**src/rtl/vga_pattern_gen_pkg.sv**
```systemverilog
// vga_pkg: shared types and constants for the VGA pattern generator.
//   pattern_e   - selectable test patterns (advance order RED->BARS->CHECK->BOX)
//   res_w/res_h - active resolution for the MODE input (0 = 800x600, 1 = 640x480)
//   COL_*       - 12-bit {R,G,B} colour constants, bar_colour() for colour bars
//   box_step    - one-frame move of the bouncing box along one axis
//   dbg_t       - internal state exported for observation
package vga_pkg;

  typedef enum logic [1:0] {
    PAT_RED   = 2'd0,
    PAT_BARS  = 2'd1,
    PAT_CHECK = 2'd2,
    PAT_BOX   = 2'd3
  } pattern_e;

  localparam logic [11:0] W_MODE0   = 12'd800;
  localparam logic [11:0] H_MODE0   = 12'd600;
  localparam logic [11:0] W_MODE1   = 12'd640;
  localparam logic [11:0] H_MODE1   = 12'd480;
  localparam logic [11:0] COORD_MAX = 12'hFFF;

  localparam logic [11:0] COL_BLACK   = 12'h000;
  localparam logic [11:0] COL_WHITE   = 12'hFFF;
  localparam logic [11:0] COL_RED     = 12'hF00;
  localparam logic [11:0] COL_GREEN   = 12'h0F0;
  localparam logic [11:0] COL_BLUE    = 12'h00F;
  localparam logic [11:0] COL_YELLOW  = 12'hFF0;
  localparam logic [11:0] COL_CYAN    = 12'h0FF;
  localparam logic [11:0] COL_MAGENTA = 12'hF0F;

  typedef struct packed {
    pattern_e    pattern;
    logic        pending;
    logic [11:0] bx;
    logic [11:0] by;
    logic        dir_x;      // 1 = moving towards larger coordinates
    logic        dir_y;
    logic        btn_level;  // debounced button level
  } dbg_t;

  function automatic logic [11:0] res_w(input logic mode);
    return mode ? W_MODE1 : W_MODE0;
  endfunction

  function automatic logic [11:0] res_h(input logic mode);
    return mode ? H_MODE1 : H_MODE0;
  endfunction

  function automatic logic [11:0] bar_colour(input logic [2:0] idx);
    logic [11:0] c;
    case (idx)
      3'd0:    c = COL_WHITE;
      3'd1:    c = COL_YELLOW;
      3'd2:    c = COL_CYAN;
      3'd3:    c = COL_GREEN;
      3'd4:    c = COL_MAGENTA;
      3'd5:    c = COL_RED;
      3'd6:    c = COL_BLUE;
      default: c = COL_BLACK;
    endcase
    return c;
  endfunction

  // Returns {new_dir, new_pos}. Reaching a wall flips the direction and
  // moves away from it in the same step, so the box never sits still.
  function automatic logic [12:0] box_step(input logic [11:0] pos,
                                           input logic        dir,
                                           input logic [11:0] lim);
    logic [12:0] r;
    if (dir && pos >= lim)      r = {1'b0, pos - 12'd1};
    else if (!dir && pos == '0) r = {1'b1, pos + 12'd1};
    else if (dir)               r = {1'b1, pos + 12'd1};
    else                        r = {1'b0, pos - 12'd1};
    return r;
  endfunction

endpackage

```
**src/rtl/vga_pattern_gen_if.sv**
```systemverilog
// Video stream between the timing generators and the pattern generator.
// master: timing side (drives sync/active, observes pixels).
// slave:  pattern generator (consumes sync/active, drives pixels).
// Flow semantics: DISP_ACTIVE is the per-cycle valid qualifier for a pixel;
// there is no ready - the stream cannot be stalled, one pixel per clock.
interface vga_pattern_gen_if;
  logic        HSync;
  logic        VSync;
  logic        DISP_ACTIVE;
  logic [3:0]  Rv;
  logic [3:0]  Gv;
  logic [3:0]  Bv;
  logic [11:0] XPOS;
  logic [11:0] YPOS;
  logic        HSync_d;
  logic        VSync_d;
  logic        DISP_ACTIVE_d;

  modport master (
    output HSync, VSync, DISP_ACTIVE,
    input  Rv, Gv, Bv, XPOS, YPOS, HSync_d, VSync_d, DISP_ACTIVE_d
  );

  modport slave (
    input  HSync, VSync, DISP_ACTIVE,
    output Rv, Gv, Bv, XPOS, YPOS, HSync_d, VSync_d, DISP_ACTIVE_d
  );
endinterface

```
**src/rtl/vga_pattern_gen_btn_debounce.sv**
```systemverilog
// btn_debounce: 2-flop synchroniser followed by a stability counter.
//   clk, rst  - clock, synchronous active-high reset
//   btn_raw   - asynchronous button input
//   level     - debounced level (0 after reset)
//   rise      - one-cycle pulse when level goes 0 -> 1
// A new level is accepted after DEB_CYCLES consecutive synchronised samples
// that differ from the current level; a sample equal to it reloads the count.
module btn_debounce #(
  parameter int DEB_CYCLES = 500000
) (
  input  logic clk,
  input  logic rst,
  input  logic btn_raw,
  output logic level,
  output logic rise
);
  localparam int CW = $clog2(DEB_CYCLES + 1);
  localparam logic [CW-1:0] LAST = CW'(DEB_CYCLES - 1);

  logic [1:0]    sync_q, sync_d;
  logic [CW-1:0] cnt_q, cnt_d;
  logic          level_q, level_d;
  logic          rise_q, rise_d;

  always_comb begin
    sync_d  = {sync_q[0], btn_raw};
    cnt_d   = cnt_q;
    level_d = level_q;
    rise_d  = 1'b0;
    if (sync_q[1] == level_q) begin
      cnt_d = '0;
    end else if (cnt_q == LAST) begin
      cnt_d   = '0;
      level_d = sync_q[1];
      rise_d  = sync_q[1];
    end else begin
      cnt_d = cnt_q + 1'b1;
    end
  end

  always_ff @(posedge clk) begin
    if (rst) begin
      sync_q  <= '0;
      cnt_q   <= '0;
      level_q <= 1'b0;
      rise_q  <= 1'b0;
    end else begin
      sync_q  <= sync_d;
      cnt_q   <= cnt_d;
      level_q <= level_d;
      rise_q  <= rise_d;
    end
  end

  assign level = level_q;
  assign rise  = rise_q;
endmodule

```
**src/rtl/vga_pattern_gen.sv**
```systemverilog
// vga_pattern_gen: pixel stage producing registered RGB444 test patterns.
//   CLK, RST  - pixel clock, synchronous active-high reset
//   MODE      - 0 = 800x600, 1 = 640x480; a change restarts coordinates/box
//   PAT_BTN   - raw button, each debounced press advances the pattern at the
//               next VSync rising edge (at most one step per frame)
//   vif       - slave side of the video stream (sync/active in, pixels out)
//   dbg       - pattern, pending press, box state, debounced button level
// All outputs lag the sync/active inputs by one clock.
module vga_pattern_gen
  import vga_pkg::*;
#(
  parameter int DEB_CYCLES = 500000,
  parameter int BOX_SIZE   = 32
) (
  input  logic                    CLK,
  input  logic                    RST,
  input  logic                    MODE,
  input  logic                    PAT_BTN,
  vga_pattern_gen_if.slave        vif,
  output dbg_t                    dbg
);
  localparam logic [11:0] BOX = 12'(BOX_SIZE);

  logic        btn_level, btn_rise;
  logic        mode_q;
  logic [11:0] x_q, x_d, y_q, y_d, bar_cnt_q, bar_cnt_d;
  logic [2:0]  bar_idx_q, bar_idx_d;
  logic [11:0] bx_q, bx_d, by_q, by_d;
  logic        dir_x_q, dir_x_d, dir_y_q, dir_y_d;
  pattern_e    pattern_q, pattern_d;
  logic        pending_q, pending_d;
  logic [11:0] rgb_q, rgb_d, xpos_q, xpos_d, ypos_q;
  logic        hs_q, vs_q, de_q;

  logic [11:0] w, h, bar_w, colour;
  logic        mode_chg, da_fall, frame_tick, in_box;

  btn_debounce #(.DEB_CYCLES(DEB_CYCLES)) u_btn (
    .clk    (CLK),
    .rst    (RST),
    .btn_raw(PAT_BTN),
    .level  (btn_level),
    .rise   (btn_rise)
  );

  always_comb begin
    w          = res_w(MODE);
    h          = res_h(MODE);
    bar_w      = w >> 3;
    mode_chg   = MODE ^ mode_q;
    da_fall    = de_q & ~vif.DISP_ACTIVE;
    frame_tick = vif.VSync & ~vs_q;

    // X and the bar counters run together so the bar index never needs a divide.
    x_d       = x_q;
    bar_cnt_d = bar_cnt_q;
    bar_idx_d = bar_idx_q;
    if (mode_chg || da_fall) begin
      x_d       = '0;
      bar_cnt_d = '0;
      bar_idx_d = '0;
    end else if (vif.DISP_ACTIVE) begin
      if (x_q != COORD_MAX) x_d = x_q + 12'd1;
      if (bar_cnt_q >= bar_w - 12'd1) begin
        bar_cnt_d = '0;
        bar_idx_d = bar_idx_q + 3'd1;
      end else begin
        bar_cnt_d = bar_cnt_q + 12'd1;
      end
    end

    y_d = y_q;
    if (mode_chg || frame_tick)        y_d = '0;
    else if (da_fall && y_q != COORD_MAX) y_d = y_q + 12'd1;

    bx_d    = bx_q;
    by_d    = by_q;
    dir_x_d = dir_x_q;
    dir_y_d = dir_y_q;
    if (mode_chg) begin
      bx_d    = '0;
      by_d    = '0;
      dir_x_d = 1'b1;
      dir_y_d = 1'b1;
    end else if (frame_tick) begin
      {dir_x_d, bx_d} = box_step(bx_q, dir_x_q, w - BOX);
      {dir_y_d, by_d} = box_step(by_q, dir_y_q, h - BOX);
    end

    // A press landing on the tick cycle itself is kept for the next frame.
    pending_d = btn_rise | (pending_q & ~frame_tick);
    pattern_d = pattern_q;
    if (frame_tick && pending_q) pattern_d = pattern_e'(pattern_q + 2'd1);

    in_box = ({1'b0, x_q} >= {1'b0, bx_q}) && ({1'b0, x_q} < {1'b0, bx_q} + {1'b0, BOX}) &&
             ({1'b0, y_q} >= {1'b0, by_q}) && ({1'b0, y_q} < {1'b0, by_q} + {1'b0, BOX});

    colour = COL_BLACK;
    case (pattern_q)
      PAT_RED:   colour = COL_RED;
      PAT_BARS:  colour = bar_colour(bar_idx_q);
      PAT_CHECK: colour = (x_q[5] ^ y_q[5]) ? COL_WHITE : COL_BLACK;
      PAT_BOX:   colour = in_box ? COL_WHITE : COL_BLUE;
      default:   colour = COL_BLACK;
    endcase

    rgb_d  = vif.DISP_ACTIVE ? colour : COL_BLACK;
    xpos_d = vif.DISP_ACTIVE ? x_q : '0;
  end

  always_ff @(posedge CLK) begin
    mode_q <= MODE;  // tracks MODE even in reset so release never looks like a change
    if (RST) begin
      x_q       <= '0;
      y_q       <= '0;
      bar_cnt_q <= '0;
      bar_idx_q <= '0;
      bx_q      <= '0;
      by_q      <= '0;
      dir_x_q   <= 1'b1;
      dir_y_q   <= 1'b1;
      pattern_q <= PAT_RED;
      pending_q <= 1'b0;
      rgb_q     <= '0;
      xpos_q    <= '0;
      ypos_q    <= '0;
      hs_q      <= 1'b0;
      vs_q      <= 1'b0;
      de_q      <= 1'b0;
    end else begin
      x_q       <= x_d;
      y_q       <= y_d;
      bar_cnt_q <= bar_cnt_d;
      bar_idx_q <= bar_idx_d;
      bx_q      <= bx_d;
      by_q      <= by_d;
      dir_x_q   <= dir_x_d;
      dir_y_q   <= dir_y_d;
      pattern_q <= pattern_d;
      pending_q <= pending_d;
      rgb_q     <= rgb_d;
      xpos_q    <= xpos_d;
      ypos_q    <= y_q;
      hs_q      <= vif.HSync;
      vs_q      <= vif.VSync;
      de_q      <= vif.DISP_ACTIVE;
    end
  end

  assign vif.Rv            = rgb_q[11:8];
  assign vif.Gv            = rgb_q[7:4];
  assign vif.Bv            = rgb_q[3:0];
  assign vif.XPOS          = xpos_q;
  assign vif.YPOS          = ypos_q;
  assign vif.HSync_d       = hs_q;
  assign vif.VSync_d       = vs_q;
  assign vif.DISP_ACTIVE_d = de_q;

  always_comb begin
    dbg.pattern   = pattern_q;
    dbg.pending   = pending_q;
    dbg.bx        = bx_q;
    dbg.by        = by_q;
    dbg.dir_x     = dir_x_q;
    dbg.dir_y     = dir_y_q;
    dbg.btn_level = btn_level;
  end
endmodule

```
**src/flat_wrapper.sv**
```systemverilog
// flat-port wrapper written by rule: the top's interface ports become plain ports
module vga_pattern_gen_flat import vga_pkg::*;
#(
  parameter int DEB_CYCLES = 500000,
  parameter int BOX_SIZE   = 32
)
  (CLK, RST, MODE, PAT_BTN, dbg, vif_HSync, vif_VSync, vif_DISP_ACTIVE, vif_Rv, vif_Gv, vif_Bv, vif_XPOS, vif_YPOS, vif_HSync_d, vif_VSync_d, vif_DISP_ACTIVE_d);
  vga_pattern_gen_if vif_i ();
  input  logic CLK;
  input  logic RST;
  input  logic MODE;
  input  logic PAT_BTN;
  output dbg_t dbg;
  input wire logic [$bits(vif_i.HSync)-1:0] vif_HSync;
  input wire logic [$bits(vif_i.VSync)-1:0] vif_VSync;
  input wire logic [$bits(vif_i.DISP_ACTIVE)-1:0] vif_DISP_ACTIVE;
  output wire logic [$bits(vif_i.Rv)-1:0] vif_Rv;
  output wire logic [$bits(vif_i.Gv)-1:0] vif_Gv;
  output wire logic [$bits(vif_i.Bv)-1:0] vif_Bv;
  output wire logic [$bits(vif_i.XPOS)-1:0] vif_XPOS;
  output wire logic [$bits(vif_i.YPOS)-1:0] vif_YPOS;
  output wire logic [$bits(vif_i.HSync_d)-1:0] vif_HSync_d;
  output wire logic [$bits(vif_i.VSync_d)-1:0] vif_VSync_d;
  output wire logic [$bits(vif_i.DISP_ACTIVE_d)-1:0] vif_DISP_ACTIVE_d;
  assign vif_i.HSync = vif_HSync;
  assign vif_i.VSync = vif_VSync;
  assign vif_i.DISP_ACTIVE = vif_DISP_ACTIVE;
  assign vif_Rv = vif_i.Rv;
  assign vif_Gv = vif_i.Gv;
  assign vif_Bv = vif_i.Bv;
  assign vif_XPOS = vif_i.XPOS;
  assign vif_YPOS = vif_i.YPOS;
  assign vif_HSync_d = vif_i.HSync_d;
  assign vif_VSync_d = vif_i.VSync_d;
  assign vif_DISP_ACTIVE_d = vif_i.DISP_ACTIVE_d;
  vga_pattern_gen #(.DEB_CYCLES(DEB_CYCLES), .BOX_SIZE(BOX_SIZE)) u_core (.CLK(CLK), .RST(RST), .MODE(MODE), .PAT_BTN(PAT_BTN), .vif(vif_i), .dbg(dbg));
endmodule
```
**config.mk**
```make
export PLATFORM = sky130hd
export DESIGN_NAME = vga_pattern_gen_flat
export DESIGN_NICKNAME = d
export VERILOG_FILES = /design/src/rtl/vga_pattern_gen_pkg.sv /design/src/rtl/vga_pattern_gen_if.sv /design/src/rtl/vga_pattern_gen_btn_debounce.sv /design/src/rtl/vga_pattern_gen.sv /design/src/flat_wrapper.sv
export SDC_FILE = /design/constraint.sdc
export NUM_CORES = 1
export LEC_CHECK = 0
export BUFFER_PORTS_ARGS = -buffer_cell sky130_fd_sc_hd__buf_2
export CAP_MARGIN = 20
export CELL_PAD_IN_SITES_DETAIL_PLACEMENT = 1
export CELL_PAD_IN_SITES_GLOBAL_PLACEMENT = 1
export CORE_ASPECT_RATIO = 0.5
export CORE_MARGIN = 3
export CORE_UTILIZATION = 35
export CTS_CLUSTER_SIZE = 14
export DETAILED_ROUTE_END_ITERATION = 8
export PLACE_DENSITY_LB_ADDON = 0.1
export SLEW_MARGIN = 20
export SYNTH_ARGS = -nofsm -noshare
export SYNTH_HDL_FRONTEND = slang
export SYNTH_SLANG_ARGS = --single-unit
```
**constraint.sdc**
```tcl
create_clock -name CLK -period 2.8 [get_ports CLK]
set_input_delay 0.28 -clock CLK [delete_from_list [all_inputs] [get_ports CLK]]
set_output_delay 0.28 -clock CLK [all_outputs]
set_load 0.1 [all_outputs]
```
# Word-level counts from Yosys, hierarchy flattened
# Index checks and enable logic that the tools add are counted.
# word_totals
output_inout_bits	69
n_memories	0
latch_bits	0
word_cells	106
inputBits	7
reg_bits	131
mem_bits_ro	0
ramBits	0
# classes
shifts	0
multipliers	0
muxes	13
bitwise	11
div_mod_pow	0
reduce_logical	26
n_lt_le_gt_ge	7
eq_ne	13
addsub	15
# ops
op	count
12-bit one-hot mux with 7 select lines	1
13-bit 2-to-1 mux	6
12-bit by 1-bit adder with 12-bit output (second input constant)	5
12-bit greater-or-equal comparator	5
12-bit one-hot mux with 4 select lines	1
12-bit 2-to-1 mux	3
12-bit by 6-bit adder with 13-bit output (second input constant)	2
12-bit by 13-bit < comparator with 1-bit output	2
12-bit logical NOT	2
12-bit != test (second input constant)	2
12-bit by 1-bit subtractor with 12-bit output (second input constant)	2
12-bit by 6-bit subtractor with 12-bit output (second input constant)	2
19-bit by 1-bit adder with 19-bit output (second input constant)	1
19-bit == test (second input constant)	1
10-bit 2-to-1 mux	1
9-bit by 1-bit subtractor with 10-bit output (second input constant)	1
3-bit == test (second input constant)	3
1-bit logical AND	9
9-bit 2-to-1 mux	1
2-bit OR reduction	4
3-bit by 2-bit == test with 1-bit output (second input constant)	2
2-bit AND reduction	3
3-bit OR reduction	2
1-bit inverter	5
13 further kinds	19

# Depth between registers and ports, before layout
# logic_depth
word_depth	7
ltp_mapped	12
depth_no_buf	11

# Cells and area by module
# A second synthesis with hierarchy kept.
# unflattened
hier_cells	832
area_unflattened_um2	7163.1
# by_module_without_submodules
mod	cells_per_inst	area_each_um2	seq_area_each_um2	n_inst
vga_pattern_gen	719	6105.9	1981.9	1
btn_debounce	113	1057.3	460.4	1

# Worst setup path before layout
# OpenSTA, ideal clock, no wires.
# synth_path
path_kind	register to register
startpoint	register u_core.bx_q[7]
endpoint	register u_core.rgb_q[7]
t_arrival_ns	3.082
setup_slack_ns	-0.340
path_buffers	1
path_stages_with_launch	13
period_less_slack_ns	3.140
setup_time_ns	0.058
required_ns	2.742
path_cell_list	dfxtp_1 -> buf_4 -> nand3_1 -> nor3_1 -> xnor2_1 -> ha_1 -> a21o_1 -> a21oi_1 -> a31oi_1 -> nor3b_1 -> nand4_1 -> a21oi_1 -> o21a_1
# synth_between
elab_chain_cells	7
elab_cells_between_ends	8
classes_between	1 x add/sub; 2 x order compare; 2 x mux; 3 x reduce/logical
# synth_lines
element	line_no	text
start, declared	vga_pattern_gen.sv:28	logic [11:0] bx_q, bx_d, by_q, by_d;
start signal, assigned	vga_pattern_gen.sv:118	bx_q <= '0;
start signal, assigned	vga_pattern_gen.sv:135	bx_q <= bx_d;
12-bit by 6-bit adder with 13-bit output	vga_pattern_gen.sv:95	in_box = ({1'b0, x_q} >= {1'b0, bx_q}) && ({1'b0, x_q} < {1'b0, bx_q} + {1'b0, BOX}) &&
12-bit by 13-bit < comparator with 1-bit output	vga_pattern_gen.sv:95	
1-bit logical AND (*) (2 in a row)	vga_pattern_gen.sv:95	
1-bit logical AND (*)	vga_pattern_gen.sv:96	({1'b0, y_q} >= {1'b0, by_q}) && ({1'b0, y_q} < {1'b0, by_q} + {1'b0, BOX});
12-bit 2-to-1 mux (*)	vga_pattern_gen.sv:103	PAT_BOX: colour = in_box ? COL_WHITE : COL_BLUE;
12-bit one-hot mux with 4 select lines (*)	vga_pattern_gen.sv:99	case (pattern_q)
end signal, assigned	vga_pattern_gen.sv:141	rgb_q <= rgb_d;
end, declared	vga_pattern_gen.sv:32	logic [11:0] rgb_q, rgb_d, xpos_q, xpos_d, ypos_q;
# Mark *: on every way between the ends. The rest lies on a longest branch, timed or not.
# A chain may end at the register's enable or synchronous reset.

# Worst setup path in the final report
# layout_path
startpoint	register u_core.by_q[5]
endpoint	register u_core.rgb_q[7]
# layout_between
elab_chain_cells	5
elab_cells_between_ends	7
classes_between	1 x add/sub; 2 x order compare; 2 x mux; 2 x reduce/logical
# layout_lines
element	line_no	text
start, declared	vga_pattern_gen.sv:28	
start signal, assigned	vga_pattern_gen.sv:136	by_q <= by_d;
12-bit by 6-bit adder with 13-bit output / 12-bit greater-or-equal comparator (equally long branches)	vga_pattern_gen.sv:96	
12-bit by 13-bit < comparator with 1-bit output / 1-bit logical AND (equally long branches)	vga_pattern_gen.sv:96, vga_pattern_gen.sv:95	
1-bit logical AND (*)	vga_pattern_gen.sv:96	
12-bit 2-to-1 mux (*)	vga_pattern_gen.sv:103	
12-bit one-hot mux with 4 select lines (*)	vga_pattern_gen.sv:99	
# Marks and branches as above.

==> run summary <==
CP max stage delay - 0.46 ns
worst setup path class - reg2reg
main combinational cell family by area after synthesis - simple AND/OR/NAND/NOR gates
CTS resizes - 0
crit path buf inv count - 0
Die H - 105.2 um
Post-Syn Area - 0.006889 mm2
Non-Filler Instances - 1,140
sequential area share after synthesis - 0.3545
CP top delay family - simple AND/OR/NAND/NOR gates
FF+latch area - 0.002452 mm2
# fillers - 2,224
vias in the first global route - 5,979
clk_skew - 0.01048 ns
Data arrival, critical path - 2.92 ns
drt total wl - 18.74 mm
Synth Warn # - 0
multi-input logic area - 0.004094 mm2
DP HPWL - 13.89 mm
DP Cell Count - 1,108
Slowest-stage cell, CP - dfxtp_2
Post-synth EDFFs - 0
Final Hold Violating Endpoints - 0
asr flop ratio synth - 0
Worst EP required - 3.16 ns
distinct cell type count after synthesis - 53
clk_lat worst skew - 0.42 ns
Core Util, Final - 0.4326
Sink Count - 122
NumNets Final - 948
Peak VDD IR - 0.0003690 V
drt drc - 0
max_cap viols - 0
1st-iter DRT viols - 169
Pins Over Slew Limit - 0
Final Wtd Congestion - 0.8075
Peak Freq - 0.3901 GHz
Post-Synth Simple-Gate Area - 0.2474
worst path cell trace - ha_1, nand3_1, nor3_1, xnor2_1, ha_1, a21oi_1, a31oi_1, nor3b_1, nand4_1, a21oi_1, o21a_1
Most used DFF post-synth - dfxtp_1
Starting Density - 0.3658
Yosys reg bits - 122
CTS tree - done
Total Die Area - 0.02151 mm2
largest net degree at the start of global routing - 24
fraction of layout cells with a size suffix above 1 - 0.1669
status - finished clean
worst hold-check path type - in2reg
site row count - 35
Port Buffers - 75
Vias per Instance - 5.025
Synth Net Count - 876
antenna violations before repair - 0
synthesized area per cell - 8.655 um2
Inserted Diodes - 0
core area - 0.01883 mm2
clock slew at reported path FFs - 0.06 ns
P&R area growth vs syn - 18.23%
Final setup viols - 0
IO Count - 76
number of routed nets with antenna violations - 0
Rel. slew slack - 0.5225
htree depth - 4
post-synth top area share - 0.3545
# hold bufs at CTS - 0
Critical Path Start Type - flop
Tot GR Track Use - 0.1821
RSZ-0062 raised after global routing - false
Area contributors post-synth - dfxtp_1 35%, ha_1 13%, xnor2_1 5.7%, nor2_1 5.6%, xor2_1 4.1%
PwrDens - 548.4 mW/mm2
Worst Path Max Fanout - 9
first-pass iteration count of the detailed router - 4
Worst-Margin Slew - 0.7163 ns
post-synthesis mux area share - 0.02906
routed via count - 5,728
CTS Buf Count - 17
xor and xnor area share after synthesis - 0.09789
final cycle utilization of the critical path - 0.9154
Pleak - 3.381 nW
Chip Width - 204.4 um
post-synthesis cell count - 796
grt ovf - 0
root buffer cell - clkbuf_16
compound-cell area share of the yosys netlist - 0.08663
Post-CTS Setup Bufs - 0
Sum Neg Setup Slack - 0 ns
Synth area leader - dfxtp_1
maximum buffer depth of the clock tree - 2
Wirelength per Cell - 16.44 um
Post-Synth Adder-Cell Area - 0.1326
global-route wire length before repair - 31.21 mm
Worst Setup End Kind - flop
post-layout min period - 2.563 ns
==> path summary, 6_finish.rpt <==
path | start | endpoint | slack [ns] | cells after the start
worst max-delay path | u_core.by_q[5]$_SDFFE_PP0P_ | u_core.rgb_q[7]$_SDFF_PP0_ | 0.24 | 11
worst min-delay path | PAT_BTN | u_core.u_btn.sync_q[0]$_SDFF_PP0_ | 0.07 | 2
worst max register to register | u_core.by_q[5]$_SDFFE_PP0P_ | u_core.rgb_q[7]$_SDFF_PP0_ | 0.24 | 11
worst min register to register | u_core.u_btn.rise$_SDFF_PP0_ | u_core.pending_q$_SDFF_PP0_ | 0.45 | 2
==> where the power goes <==
group / internal, mW / switching (mW)
Combinational: 0.0752 / 0.195
Sequential: 1.75 / 0.0114
Clock: 1.59 / 0.850
Total: 3.41 / 1.06
==> layout by cell type, fill, tap and decap left out, drive strengths merged, types with 20 or more instances in the layout <==
| master | n |
|---|---|
| nand2 | 57 |
| mux2i | 20 |
| inv | 39 |
| o21ai | 21 |
| nand3 | 30 |
| nor3 | 23 |
| nor2 | 103 |
| xor2 | 32 |
| clkbuf | 22 |
| xnor2 | 45 |
| a21oi | 36 |
| ha | 73 |
| nand4 | 22 |
| dfxtp | 122 |
| buf | 89 |
| nor2b | 24 |
==> synthesized netlist by cell type (5+ instances only) <==
library cell and n:
a21o_1 7, nor2b_1 24, a31oi_1 8, or3_1 6
a211oi_1 7, xnor2_1 45, ha_1 73, nand3_1 30
nor3_1 19, and4_1 5, mux2i_1 20, a21oi_1 33
and2_1 15, buf_4 14, nor2_1 102, nand2_1 57
buf_2 7, and3_1 16, nand4_1 22, nand2b_1 12
clkbuf_1 13, xor2_1 32, dfxtp_1 122, o21ai_0 20
inv_1 39
==> metrics by stage <==
| stage | cell area [um2] | worst slack, ns | hold WS, ns | power, mW |
|---|---|---|---|---|
| finish | 8145 | 0.2369 | 0.07157 | 4.467 |
| floorplan | 6899 | 0.02119 | 0.3077 | 1.996 |
| CTS | 8140 | 0.1831 | 0.04606 | 4.541 |
| global placement | 7492 | 0.2699 | 0.4275 | 2.066 |
| global route | 8145 | 0.02322 | 0.05195 | 4.651 |
| detailed placement | 7492 | 0.2184 | 0.4369 | 2.069 |
==> state kept, by name, summed over array words and instances (netlist names) <==
| signal | cells |
|---|---|
| u_core.vif.YPOS | 12 |
| u_core.pending_q | 1 |
| u_core.dir_y_q | 1 |
| u_core.vif.VSync_d | 1 |
| u_core.bar_cnt_q | 12 |
| u_core.pattern_q | 2 |
| u_core.u_btn.level | 1 |
| u_core.rgb_q | 3 |
| u_core.vif.HSync_d | 1 |
| u_core.vif.XPOS | 12 |
| u_core.bx_q | 12 |
| u_core.vif.DISP_ACTIVE_d | 1 |
| u_core.u_btn.cnt_q | 19 |
| u_core.u_btn.rise | 1 |
| u_core.x_q | 12 |
| u_core.y_q | 12 |
| u_core.bar_idx_q | 3 |
| u_core.by_q | 12 |
| u_core.u_btn.sync_q | 2 |
| u_core.mode_q | 1 |
| u_core.dir_x_q | 1 |
==> per-layer routing <==
metal | GRT usage | share of wire | vias to the layer above
li1 | - | - | 2863
met1 | 0.2396 | 0.50 | 2790
met2 | 0.2965 | 0.46 | 56
met3 | 0.04077 | 0.027 | 19
met4 | 0.05885 | 0.012 | 0
met5 | 0 | 0 | -
==> area by class of cell <==
type                       instances  share of cell area
multi-input combinational        599              0.5026
inverter                          39             0.01797
sequential                       122              0.3011
clock inverter                    10             0.02012
tap                              259             0.03978
timing repair buffer              89             0.05899
clock buffer                      22             0.05945
==> logic make-up after synthesis <==
group                      Yosys count
and+or+nand+nor                    335
DFF                                122
AOI/OAI and AO/OA                   94
xor gates and xnor gates            77
buffers and inverters               75
adders and majority gates           73
muxes                               20
(Power assumes the default switching activity.)
